### config.mk
export PLATFORM = sky130hd
export DESIGN_NAME = divisor_restador
export DESIGN_NICKNAME = d
export VERILOG_FILES = /design/src/rtl/divisor_pkg.sv /design/src/rtl/divisor_restador_restador.sv /design/src/rtl/divisor_restador.sv
export SDC_FILE = /design/constraint.sdc
export NUM_CORES = 1
export LEC_CHECK = 0
export ABC_AREA = 1
export CORE_UTILIZATION = 54
export DETAILED_ROUTE_END_ITERATION = 10
export PLACE_DENSITY = 0.88
export SLEW_MARGIN = 40
export SYNTH_ARGS = -nofsm -noshare
export SYNTH_HDL_FRONTEND = slang
export SYNTH_SLANG_ARGS = --single-unit
### constraint.sdc
create_clock -name clk -period 3.6 [get_ports clk]
set_clock_uncertainty 0.15 [all_clocks]
set_input_delay 1.08 -clock clk [delete_from_list [all_inputs] [get_ports clk]]
set_output_delay 1.08 -clock clk [all_outputs]
set_load 0.02 [all_outputs]
### src/rtl/divisor_pkg.sv
// Shared types for the restoring divider: controller states and counter sizing.
package divisor_pkg;

  typedef enum logic [1:0] {
    IDLE,
    CALC,
    FIN
  } estado_t;

  // Iteration counter must hold N-1; never narrower than one bit.
  function automatic int ancho_contador(input int n);
    return (n < 2) ? 1 : $clog2(n);
  endfunction

endpackage

### src/rtl/divisor_restador_restador.sv
// Ripple-carry subtractor a - b built as a + ~b + cin; cout=1 means no borrow.
module restador #(
  parameter int N = 5
) (
  input  logic [N-1:0] a,
  input  logic [N-1:0] b,
  input  logic         cin,
  output logic [N-1:0] dif,
  output logic         cout
);

  logic [N:0] c;

  assign c[0] = cin;

  for (genvar i = 0; i < N; i++) begin : g_etapa
    logic bn;
    assign bn       = ~b[i];
    assign dif[i]   = a[i] ^ bn ^ c[i];
    assign c[i+1]   = (a[i] & bn) | (c[i] & (a[i] ^ bn));
  end

  assign cout = c[N];

endmodule

### src/rtl/divisor_restador.sv
// Sequential restoring divider driving one shared (N+1)-bit restador per cycle.
// Optional macro DIV_CERO_CHECK_EN: a zero divisor skips straight to FIN and flags div_cero.
module divisor_restador
  import divisor_pkg::*;
#(
  parameter int N = 4
) (
  input  logic         clk,
  input  logic         rst,
  input  logic         start,
  input  logic [N-1:0] dividendo,
  input  logic [N-1:0] divisor,
  output logic         busy,
  output logic         done,
  output logic [N-1:0] cociente,
  output logic [N-1:0] residuo,
  output logic         div_cero
);

  localparam int CW = ancho_contador(N);

  estado_t       estado, estado_sig;
  logic [N-1:0]  r;
  logic [N-1:0]  q;
  logic [N-1:0]  d;
  logic [CW-1:0] cnt;

  logic [N:0]    t;
  logic [N:0]    dif;
  logic          cout;
  logic          mantener;
  logic [N-1:0]  r_sig;
  logic [N-1:0]  q_sig;

  // R[N] is provably zero between iterations, so only N bits are stored.
  assign t = {r, q[N-1]};

  restador #(.N(N + 1)) u_restador (
    .a   (t),
    .b   ({1'b0, d}),
    .cin (1'b1),
    .dif (dif),
    .cout(cout)
  );

  // The top difference bit is always zero on a successful subtract.
  assign mantener = cout & ~dif[N];
  assign r_sig    = mantener ? dif[N-1:0] : t[N-1:0];
  assign q_sig    = {q[N-2:0], mantener};

`ifdef DIV_CERO_CHECK_EN
  logic es_cero;
  logic div_cero_q;
  assign es_cero  = (divisor == '0);
  assign div_cero = div_cero_q;
`else
  assign div_cero = 1'b0;
`endif

  always_comb begin
    estado_sig = estado;
    case (estado)
      IDLE: begin
        if (start) begin
`ifdef DIV_CERO_CHECK_EN
          estado_sig = es_cero ? FIN : CALC;
`else
          estado_sig = CALC;
`endif
        end
      end
      CALC:    if (cnt == '0) estado_sig = FIN;
      FIN:     estado_sig = IDLE;
      default: estado_sig = IDLE;
    endcase
  end

  assign busy = (estado != IDLE);
  assign done = (estado == FIN);

  // Results are captured on the edge entering FIN so they are valid with done.
  always_ff @(posedge clk) begin
    if (rst) begin
      estado   <= IDLE;
      r        <= '0;
      q        <= '0;
      d        <= '0;
      cnt      <= '0;
      cociente <= '0;
      residuo  <= '0;
`ifdef DIV_CERO_CHECK_EN
      div_cero_q <= 1'b0;
`endif
    end else begin
      estado <= estado_sig;
      case (estado)
        IDLE: begin
          if (start) begin
            r   <= '0;
            q   <= dividendo;
            d   <= divisor;
            cnt <= CW'(N - 1);
`ifdef DIV_CERO_CHECK_EN
            div_cero_q <= es_cero;
            if (es_cero) begin
              cociente <= '1;
              residuo  <= dividendo;
            end
`endif
          end
        end
        CALC: begin
          r   <= r_sig;
          q   <= q_sig;
          cnt <= cnt - CW'(1);
          if (cnt == '0) begin
            cociente <= q_sig;
            residuo  <= r_sig;
          end
        end
        default: ;
      endcase
    end
  end

endmodule
==> flow_metrics.env, run 1 <==
export IMPL_multi_input_comb_area_um2=545.5
export IMPL_cts_resized=0
export IMPL_port_buffers=20
export IMPL_dpl_cell_area_um2=1369
export IMPL_cts_hold_buf=0
export IMPL_dp_cells=199
export IMPL_p_switching_uw=203.4
export IMPL_crit_required_ps=2370
export IMPL_grt_pass1_wl_um=3512
export IMPL_dieHeight_um=48.25
export IMPL_yosysWarnings=0
export IMPL_status="completed"
export IMPL_drt_iter0_markers=42
export IMPL_nFillCells=162
export IMPL_synthFlopType="dfxtp_1"
export IMPL_drive_gt1_frac=0.06286
export IMPL_fmaxAchievable_ghz=0.3616
export IMPL_drtPass1Iterations=4
export IMPL_overflow=0
export IMPL_tightest_slew_ps=700.2
export IMPL_ant_nets=0
export IMPL_period_needed_ps=2765
export IMPL_critical_path_class="flip-flop to output pin"
export IMPL_pwr_share_comb=0.312
export IMPL_internal_power_uw=400.7
export IMPL_coreArea_um2=1982
export IMPL_wl_um=2285
export IMPL_synth_cell_types=20
export IMPL_maxCapViolCount=0
export IMPL_synth_fp_nets=171
export IMPL_areaGrowthSynthToFinish_pct=20.48
export IMPL_p_clk_frac=0.189
export IMPL_cts_sinks=24
export IMPL_routedWlPerCell_um=11.31
export IMPL_postCtsSetupRepairBufs=0
export IMPL_initial_core_util=0.5827
export IMPL_hp_class="flip-flop to flip-flop"
export IMPL_via_per_inst=5.144
export IMPL_cts_buffers=3
export IMPL_grt_max_degree=20
export IMPL_clk_latency_ps=310
export IMPL_yosysMostFrequentCell="nand2_1"
export IMPL_synth_edf_count=0
export IMPL_gp_congestion=0.8662
export IMPL_grt_antenna_before_repair=0
export IMPL_hold_viol_final=0
export IMPL_yosys_top_cells_area="dfxtp_1 (42%), nand2_1 (11%), inv_1 (8.1%), nand3_1 (6.1%), fa_1 (5.2%)"
export IMPL_n_antenna_cell=0
export IMPL_fin_cells=202
export IMPL_hpwl_um=1777
export IMPL_seqPwrFrac=0.499
export IMPL_path_clk_slew_ps=120
export IMPL_clockRootBuffer="clkbuf_4"
export IMPL_synth_top_area_frac=0.4160
export IMPL_syn_area_per_cell_um2=7.451
export IMPL_p_leak_nw=0.6416
export IMPL_row_count=16
export IMPL_ir_worst_vdd_mv=0.2810
export IMPL_yosysSeqAreaShare=0.4160
export IMPL_slew_headroom=0.5300
export IMPL_slew_viol_final=0
export IMPL_end_kind="output pin"
export IMPL_p_sw_frac=0.3367
export IMPL_fin_ws_ps=834.9
export IMPL_drc=0
export IMPL_synth_seq_cells=24
export IMPL_cp_start_kind="flip-flop"
export IMPL_ioPinCount=22
export IMPL_die_x_um=48.25
export IMPL_nNetsFinal=193
export IMPL_synth_cells=155
export IMPL_cts_tree="built"
export IMPL_finalCritPeriodShare=0.7681
export IMPL_post_route_cell_area_um2=1391
export IMPL_setup_violations=0
export IMPL_grt_pass1_vias=847
export IMPL_power_uw=604.1
export IMPL_ctsLongestPathBuffers=2
export IMPL_synthArstFlopShare=0
export IMPL_p_per_area_nw_per_um2=434.2
export IMPL_synth_area_um2=1155
export IMPL_rsz0062_at_grt="no"
export IMPL_arrival_ps=1540
export IMPL_cts_htree_levels=1
export IMPL_die_area_um2=2328
export IMPL_fin_tns_setup_ps=0
export IMPL_vias=1039
export IMPL_yosys_area_top_type="dfxtp_1"
export IMPL_synth_common_cells="nand2_1 (34), inv_1 (25), dfxtp_1 (24)"
export IMPL_regArea_um2=480.5
export IMPL_gr_usage_all_layers=0.2214
export IMPL_cp_max_fo=4
export IMPL_dp_slack_ps=837.0
-- cell usage in the layout (no fill, tap or decap), types with 2 or more instances in the layout --
| master | instances |
|---|---|
| nand2_1 | 34 |
| inv_1 | 25 |
| dfxtp_1 | 24 |
| clkdlybuf4s50_1 | 20 |
| nand3_1 | 14 |
| o21ai_0 | 11 |
| a21oi_1 | 10 |
| nor2_1 | 9 |
| inv_2 | 4 |
| o21ai_1 | 4 |
| o21a_1 | 4 |
| nand3b_1 | 3 |
| fa_1 | 3 |
| clkbuf_4 | 3 |
| ha_1 | 2 |
-- worst max-delay path, cell delays in order, from the launching register on --
cell	delay [ps]
dfxtp_1	450
inv_1	100
nand2_1	80
clkdlybuf4s50_1	590
-- cell families after synthesis --
kind of cell | after synthesis | synth area share
and+or+nand+nor | 64 | 0.2611
AOI/OAI and AO/OA | 29 | 0.1343
other | 1 | 0.003247
buffers and inverters | 32 | 0.1116
DFF | 24 | 0.4160
adders and majority gates | 5 | 0.07367
-- path summary, 6_finish.rpt --
path | startpoint | endpoint | slack (ps) | cells past startpoint
worst max-delay path | estado[0]$_SDFFE_PP0P_ | busy | 830 | 3
worst max register to register | q[3]$_SDFFE_PP0P_ | r[2]$_SDFFE_PP0P_ | 980 | 11
worst min register to register | cociente[0]$_SDFFE_PP0P_ | cociente[0]$_SDFFE_PP0P_ | 330 | 2
worst min-delay path | cociente[0]$_SDFFE_PP0P_ | cociente[0]$_SDFFE_PP0P_ | 330 | 2
-- routing by layer --
| layer | track usage | vias to the layer above | part of all wire |
|---|---|---|---|
| met5 | 0 | - | 0 |
| met4 | 0.1111 | 0 | 0.017 |
| met3 | 0.04074 | 5 | 0.050 |
| met2 | 0.3760 | 38 | 0.50 |
| met1 | 0.2661 | 472 | 0.44 |
| li1 | - | 524 | - |
-- power by group through the flow --
stage | Sequential (mW) | Combinational (mW) | Clock [mW]
2_1_floorplan | 0.312 | 0.125 | 0
3_3_place_gp | 0.307 | 0.174 | 0
3_5_place_dp | 0.308 | 0.186 | 0
4_1_cts | 0.302 | 0.186 | 0.117
5_1_grt | 0.305 | 0.210 | 0.128
6_report | 0.301 | 0.188 | 0.114
-- through the flow --
| step | utilization | hold WS, ps |
|---|---|---|
| after floorplan | - | 280.1 |
| after global placement | 0.6907 | 295.6 |
| after detailed placement | 0.6907 | 316.8 |
| after CTS | 0.7020 | 335.2 |
| after global routing | 0.7020 | 356.0 |
| final | 0.7020 | 328.1 |
-- state kept, by name, indices dropped and copies added, names as in the netlist --
name / flops
r: 4
residuo: 4
cociente: 4
cnt: 2
q: 4
d: 4
estado: 2
-- area by class of cell --
| type | count | area share |
|---|---|---|
| repair buffers | 20 | 0.1439 |
| well taps | 27 | 0.02428 |
| inverters | 29 | 0.07824 |
| flip-flops and latches | 24 | 0.3453 |
| multi-input cells | 99 | 0.3921 |
| clock buffers | 3 | 0.01619 |
No activity file was read; power rests on OpenSTA's default activity.
==> run 2, diff against run 1 <==
--- a/config.mk
+++ b/config.mk
@@ -6,9 +6,10 @@
 export NUM_CORES = 1
 export LEC_CHECK = 0
 export ABC_AREA = 1
-export CORE_UTILIZATION = 54
+export CORE_ASPECT_RATIO = 0.6
+export CORE_UTILIZATION = 50
 export DETAILED_ROUTE_END_ITERATION = 10
-export PLACE_DENSITY = 0.88
+export PLACE_DENSITY = 0.83
 export SLEW_MARGIN = 40
 export SYNTH_ARGS = -nofsm -noshare
 export SYNTH_HDL_FRONTEND = slang
==> constraint.sdc (replaced) <==
create_clock -name clk -period 2.8 [get_ports clk]
set_clock_uncertainty 0.15 [all_clocks]
set_input_delay 0.84 -clock clk [delete_from_list [all_inputs] [get_ports clk]]
set_output_delay 0.84 -clock clk [all_outputs]
set_load 0.02 [all_outputs]
==> run 2 against run 1 <==
Die area up 7.9%. Sequential share of layout area down 0.73 points. Register-to-register slack worse by 760 ps. Final area up 2.2%. Hold slack worse by 1.7 ps. Routed wire length up 4.1%. Combinational power up 28%. Via count down 2.6%. Sequential cell count unchanged. Critical path type is now flip-flop to flip-flop. Clock power up 75%. Final cell count up 2.0%. First-iteration DRC count up 38%.
==> flow_metrics.env, run 2 (synthesis gave the netlist of run 1 again) <==
export IMPL_grt_max_degree=20
export IMPL_port_buffers=20
export IMPL_post_route_cell_area_um2=1421
export IMPL_ctsLongestPathBuffers=2
export IMPL_cts_resized=0
export IMPL_drtPass1Iterations=4
export IMPL_cp_max_fo=5
export IMPL_status="completed"
export IMPL_hp_class="flip-flop to flip-flop"
export IMPL_clockRootBuffer="clkbuf_8"
export IMPL_reg2reg_slack_ps=220
export IMPL_overflow=0
export IMPL_mostFrequentLayoutCells="nand2_1 (34), inv_1 (25), dfxtp_1 (24)"
export IMPL_cts_tree="built"
export IMPL_die_area_um2=2512
export IMPL_cts_buffers=3
export IMPL_setup_violations=0
export IMPL_layout_commonest_cell="nand2_1"
export IMPL_areaGrowthSynthToFinish_pct=23.08
export IMPL_drc=0
export IMPL_via_per_inst=4.913
export IMPL_p_per_area_nw_per_um2=583.4
export IMPL_gr_usage_all_layers=0.2186
export IMPL_initial_core_util=0.5299
export IMPL_fin_tns_setup_ps=0
export IMPL_postCtsSetupRepairBufs=0
export IMPL_cts_htree_levels=1
export IMPL_p_leak_nw=0.6543
export IMPL_drive_gt1_frac=0.06818
export IMPL_ant_nets=0
export IMPL_slew_viol_final=0
export IMPL_cts_sinks=24
export IMPL_drt_iter0_markers=58
export IMPL_hold_viol_final=0
export IMPL_cp_start_kind="flip-flop"
export IMPL_grt_pass1_vias=831
export IMPL_rsz0062_at_grt="no"
export IMPL_die_x_um=64.05
export IMPL_critical_path_class="flip-flop to flip-flop"
export IMPL_n_antenna_cell=0
export IMPL_fmaxAchievable_ghz=0.3876
export IMPL_hpwl_um=1894
export IMPL_vias=1012
export IMPL_dpl_cell_area_um2=1380
export IMPL_dieHeight_um=39.23
export IMPL_arrival_ps=2640
export IMPL_end_kind="flip-flop"
export IMPL_nNetsFinal=194
export IMPL_path_clk_slew_ps=80
export IMPL_maxCapViolCount=0
export IMPL_grt_antenna_before_repair=0
export IMPL_gp_congestion=0.8566
export IMPL_grt_pass1_wl_um=3864
export IMPL_coreArea_um2=2180
export IMPL_nFillCells=196
export IMPL_period_needed_ps=2580
export IMPL_ioPinCount=22
export IMPL_ir_worst_vdd_mv=0.2868
export IMPL_wl_um=2378
export IMPL_clk_latency_ps=270
export IMPL_row_count=13
export IMPL_routedWlPerCell_um=11.54
export IMPL_crit_required_ps=2860
export IMPL_finalCritPeriodShare=0.9214
export IMPL_cts_hold_buf=0
-- run 2: cell types whose count changed in the layout (fill, tap and decap cells not counted), sizes merged --
cell,before,now
buf,0,1
-- run 2: layer usage --
layer | routed length (um) | share of wire | vias up | GRT usage
met5 | 0 | 0 | - | 0
met2 | 1006 | 0.42 | 34 | 0.3484
met4 | 17 | 0.0071 | 0 | 0.06818
met1 | 1187 | 0.50 | 451 | 0.2926
met3 | 167 | 0.070 | 2 | 0.05588
li1 | - | - | 525 | -
-- run 2: path summary, 6_finish.rpt --
path                                     startpoint                  end  cells past startpoint
worst max-delay path              d[0]$_SDFFE_PP0P_    r[2]$_SDFFE_PP0P_                     10
worst min-delay path            cnt[1]$_SDFFE_PP0P_  cnt[1]$_SDFFE_PP0P_                      2
worst max register to register    d[0]$_SDFFE_PP0P_    r[2]$_SDFFE_PP0P_                     10
worst min register to register  cnt[1]$_SDFFE_PP0P_  cnt[1]$_SDFFE_PP0P_                      2
-- run 2: critical path, stage by stage, from the launching register on --
cell,delay [ps]
dfxtp_1,360
ha_1,150
inv_1,40
fa_1,370
fa_1,390
fa_1,410
inv_1,90
nand2_1,140
nand3b_1,180
nand3_1,110
a21oi_1,130
-- run 2: cell type report --
type / instances / area (um2) / area share
multi-input cells: 99 / 545.5 / 0.3838
flip-flops and latches: 24 / 480.5 / 0.3380
repair buffers: 21 / 207.7 / 0.1461
inverters: 29 / 108.9 / 0.07658
clock buffers: 3 / 41.29 / 0.02905
well taps: 30 / 37.54 / 0.02641
-- run 2: through the flow --
step                      std cells  hold WS (ps)  utilization  setup WS, ps  power, mW
after floorplan                 155         280.1            -         456.8     0.5613
after global placement          203         289.1       0.6332         263.3     0.6310
after detailed placement        203         313.6       0.6332         259.5     0.6354
after CTS                       206         323.7       0.6521         238.4     0.8355
after global routing            206         346.4       0.6521         32.23     0.8860
final                           206         326.5       0.6521         220.0     0.8292
-- run 2: power by group --
group	switching [mW]	internal, mW
Combinational	0.146	0.0951
Clock	0.104	0.0964
Sequential	0.0174	0.371
Total	0.267	0.562
==> run 3, diff against run 2 <==
--- a/config.mk
+++ b/config.mk
@@ -10,6 +10,7 @@
 export CORE_UTILIZATION = 50
 export DETAILED_ROUTE_END_ITERATION = 10
 export PLACE_DENSITY = 0.83
+export SETUP_SLACK_MARGIN = 0.2
 export SLEW_MARGIN = 40
 export SYNTH_ARGS = -nofsm -noshare
 export SYNTH_HDL_FRONTEND = slang
==> constraint.sdc (replaced) <==
create_clock -name clk -period 2.8 [get_ports clk]
set_clock_uncertainty 0.15 [all_clocks]
set_input_delay 0.84 -clock clk [delete_from_list [all_inputs] [get_ports clk]]
set_output_delay 0.84 -clock clk [all_outputs]
set_load 0.01 [all_outputs]
==> run 3 against run 2 <==
Count of clock-buffer cells in the layout did not move. Fmax rose by 4.0%. Critical path type unchanged. First-iteration DRC count fell by 6.9%. Final cell count did not move.
==> flow_metrics.env, run 3 (synthesis gave the netlist of run 1 again) <==
export IMPL_status="completed"
export IMPL_ant_nets=0
export IMPL_hold_viol_final=0
export IMPL_hp_class="flip-flop to flip-flop"
export IMPL_reg2reg_slack_ps=320
export IMPL_period_needed_ps=2481
export IMPL_layout_commonest_cell="nand2_1"
export IMPL_routedWlPerCell_um=11.80
export IMPL_grt_antenna_before_repair=0
export IMPL_drive_gt1_frac=0.1080
export IMPL_setup_violations=0
export IMPL_cts_tree="built"
export IMPL_cts_sinks=24
export IMPL_fin_tns_setup_ps=0
export IMPL_ctsLongestPathBuffers=2
export IMPL_nNetsFinal=194
export IMPL_finalCritPeriodShare=0.8860
export IMPL_arrival_ps=2540
export IMPL_clk_latency_ps=270
export IMPL_drc=0
export IMPL_hpwl_um=1894
export IMPL_mostFrequentLayoutCells="nand2_1 (30), inv_1 (24), dfxtp_1 (24)"
export IMPL_row_count=13
export IMPL_fmaxAchievable_ghz=0.4031
export IMPL_grt_max_degree=20
export IMPL_maxCapViolCount=0
export IMPL_p_per_area_nw_per_um2=581.1
export IMPL_crit_start="q[3]$_SDFFE_PP0P_"
export IMPL_r2r_end="r[2]$_SDFFE_PP0P_"
export IMPL_cp_max_fo=5
export IMPL_p_leak_nw=0.6603
export IMPL_wl_um=2430
export IMPL_grt_pass1_vias=831
export IMPL_path_clk_slew_ps=80
export IMPL_end_kind="flip-flop"
export IMPL_cts_buffers=3
export IMPL_r2r_start="q[3]$_SDFFE_PP0P_"
export IMPL_die_area_um2=2512
export IMPL_areaGrowthSynthToFinish_pct=24.81
export IMPL_gr_usage_all_layers=0.2186
export IMPL_slew_viol_final=0
export IMPL_coreArea_um2=2180
export IMPL_ir_worst_vdd_mv=0.2920
export IMPL_crit_end="r[2]$_SDFFE_PP0P_"
export IMPL_drt_iter0_markers=54
export IMPL_ff2ff_path_depth=11
export IMPL_grt_pass1_wl_um=3864
export IMPL_cts_hold_buf=0
export IMPL_crit_required_ps=2860
export IMPL_critical_path_class="flip-flop to flip-flop"
export IMPL_cp_start_kind="flip-flop"
export IMPL_clockRootBuffer="clkbuf_8"
export IMPL_port_buffers=20
export IMPL_initial_core_util=0.5299
export IMPL_vias=1024
export IMPL_overflow=0
export IMPL_gp_congestion=0.8566
export IMPL_die_x_um=64.05
export IMPL_utilization=0.6613
export IMPL_n_antenna_cell=0
export IMPL_rsz0062_at_grt="yes"
export IMPL_dieHeight_um=39.23
export IMPL_cts_htree_levels=1
export IMPL_drtPass1Iterations=5
export IMPL_via_per_inst=4.971
export IMPL_ioPinCount=22
-- run 3: cell counts in the layout (fill, tap and decap cells not counted) --
Identical to the previous run, type by type.
-- run 3: worst max-delay path: stages, from the launching register on --
cell	delay (ps)
dfxtp_1	310
inv_1	70
ha_1	140
inv_1	40
fa_1	380
fa_2	360
fa_2	400
inv_2	100
nand2_4	70
nand3b_1	150
nand3_1	120
a21oi_1	130
-- run 3: worst min path at each step --
stage	start	end	slack, ps	cells past startpoint
final	cnt[1]$_SDFFE_PP0P_	cnt[1]$_SDFFE_PP0P_	330	2
after global routing	cociente[3]$_SDFFE_PP0P_	cociente[3]$_SDFFE_PP0P_	350	2
after CTS	cnt[1]$_SDFFE_PP0P_	cnt[1]$_SDFFE_PP0P_	320	2
after detailed placement	cnt[1]$_SDFFE_PP0P_	cnt[1]$_SDFFE_PP0P_	310	2
after global placement	cnt[1]$_SDFFE_PP0P_	cnt[1]$_SDFFE_PP0P_	290	2
after floorplan	cnt[1]$_SDFFE_PP0P_	cnt[1]$_SDFFE_PP0P_	280	2
-- run 3: report_power, final --
part	total (mW)	switching (mW)	internal [mW]	leakage (nW)
clock	0.203	0.106	0.0964	0.0216
combinational	0.246	0.145	0.101	0.442
sequential	0.389	0.0184	0.371	0.197
-- run 3: what timing repair did --
action	CTS	global route
setup endpoints to repair	0	9
hold endpoints to repair	0	0
buffers inserted	0	0
resized for setup	0	8
-- run 3: layer usage --
metal	vias up	global-route usage	wire (um)
met2	39	0.3484	1036
met3	2	0.05588	220
li1	524	-	-
met1	459	0.2926	1156
met5	-	0	0
met4	0	0.06818	17
-- run 3: cell type report --
cell class | instances | area [um2]
clock buffer | 3 | 41.29
fill | 189 | 738.2
inverter | 29 | 108.9
multi-input combinational | 99 | 565.5
sequential | 24 | 480.5
tap | 30 | 37.54
timing repair buffer | 21 | 207.7
-- run 3: metrics by stage --
stage / worst slack (ps) / cell area, um2 / hold slack, ps / std cells / power, mW
2_1_floorplan: 456.8 / 1155 / 280.1 / 155 / 0.5535
3_3_place_gp: 263.3 / 1380 / 289.1 / 203 / 0.6232
3_5_place_dp: 259.5 / 1380 / 313.6 / 203 / 0.6277
4_1_cts: 238.4 / 1421 / 323.7 / 206 / 0.8277
5_1_grt: 192.2 / 1441 / 346.4 / 206 / 0.8908
6_report: 319.1 / 1441 / 327.5 / 206 / 0.8375
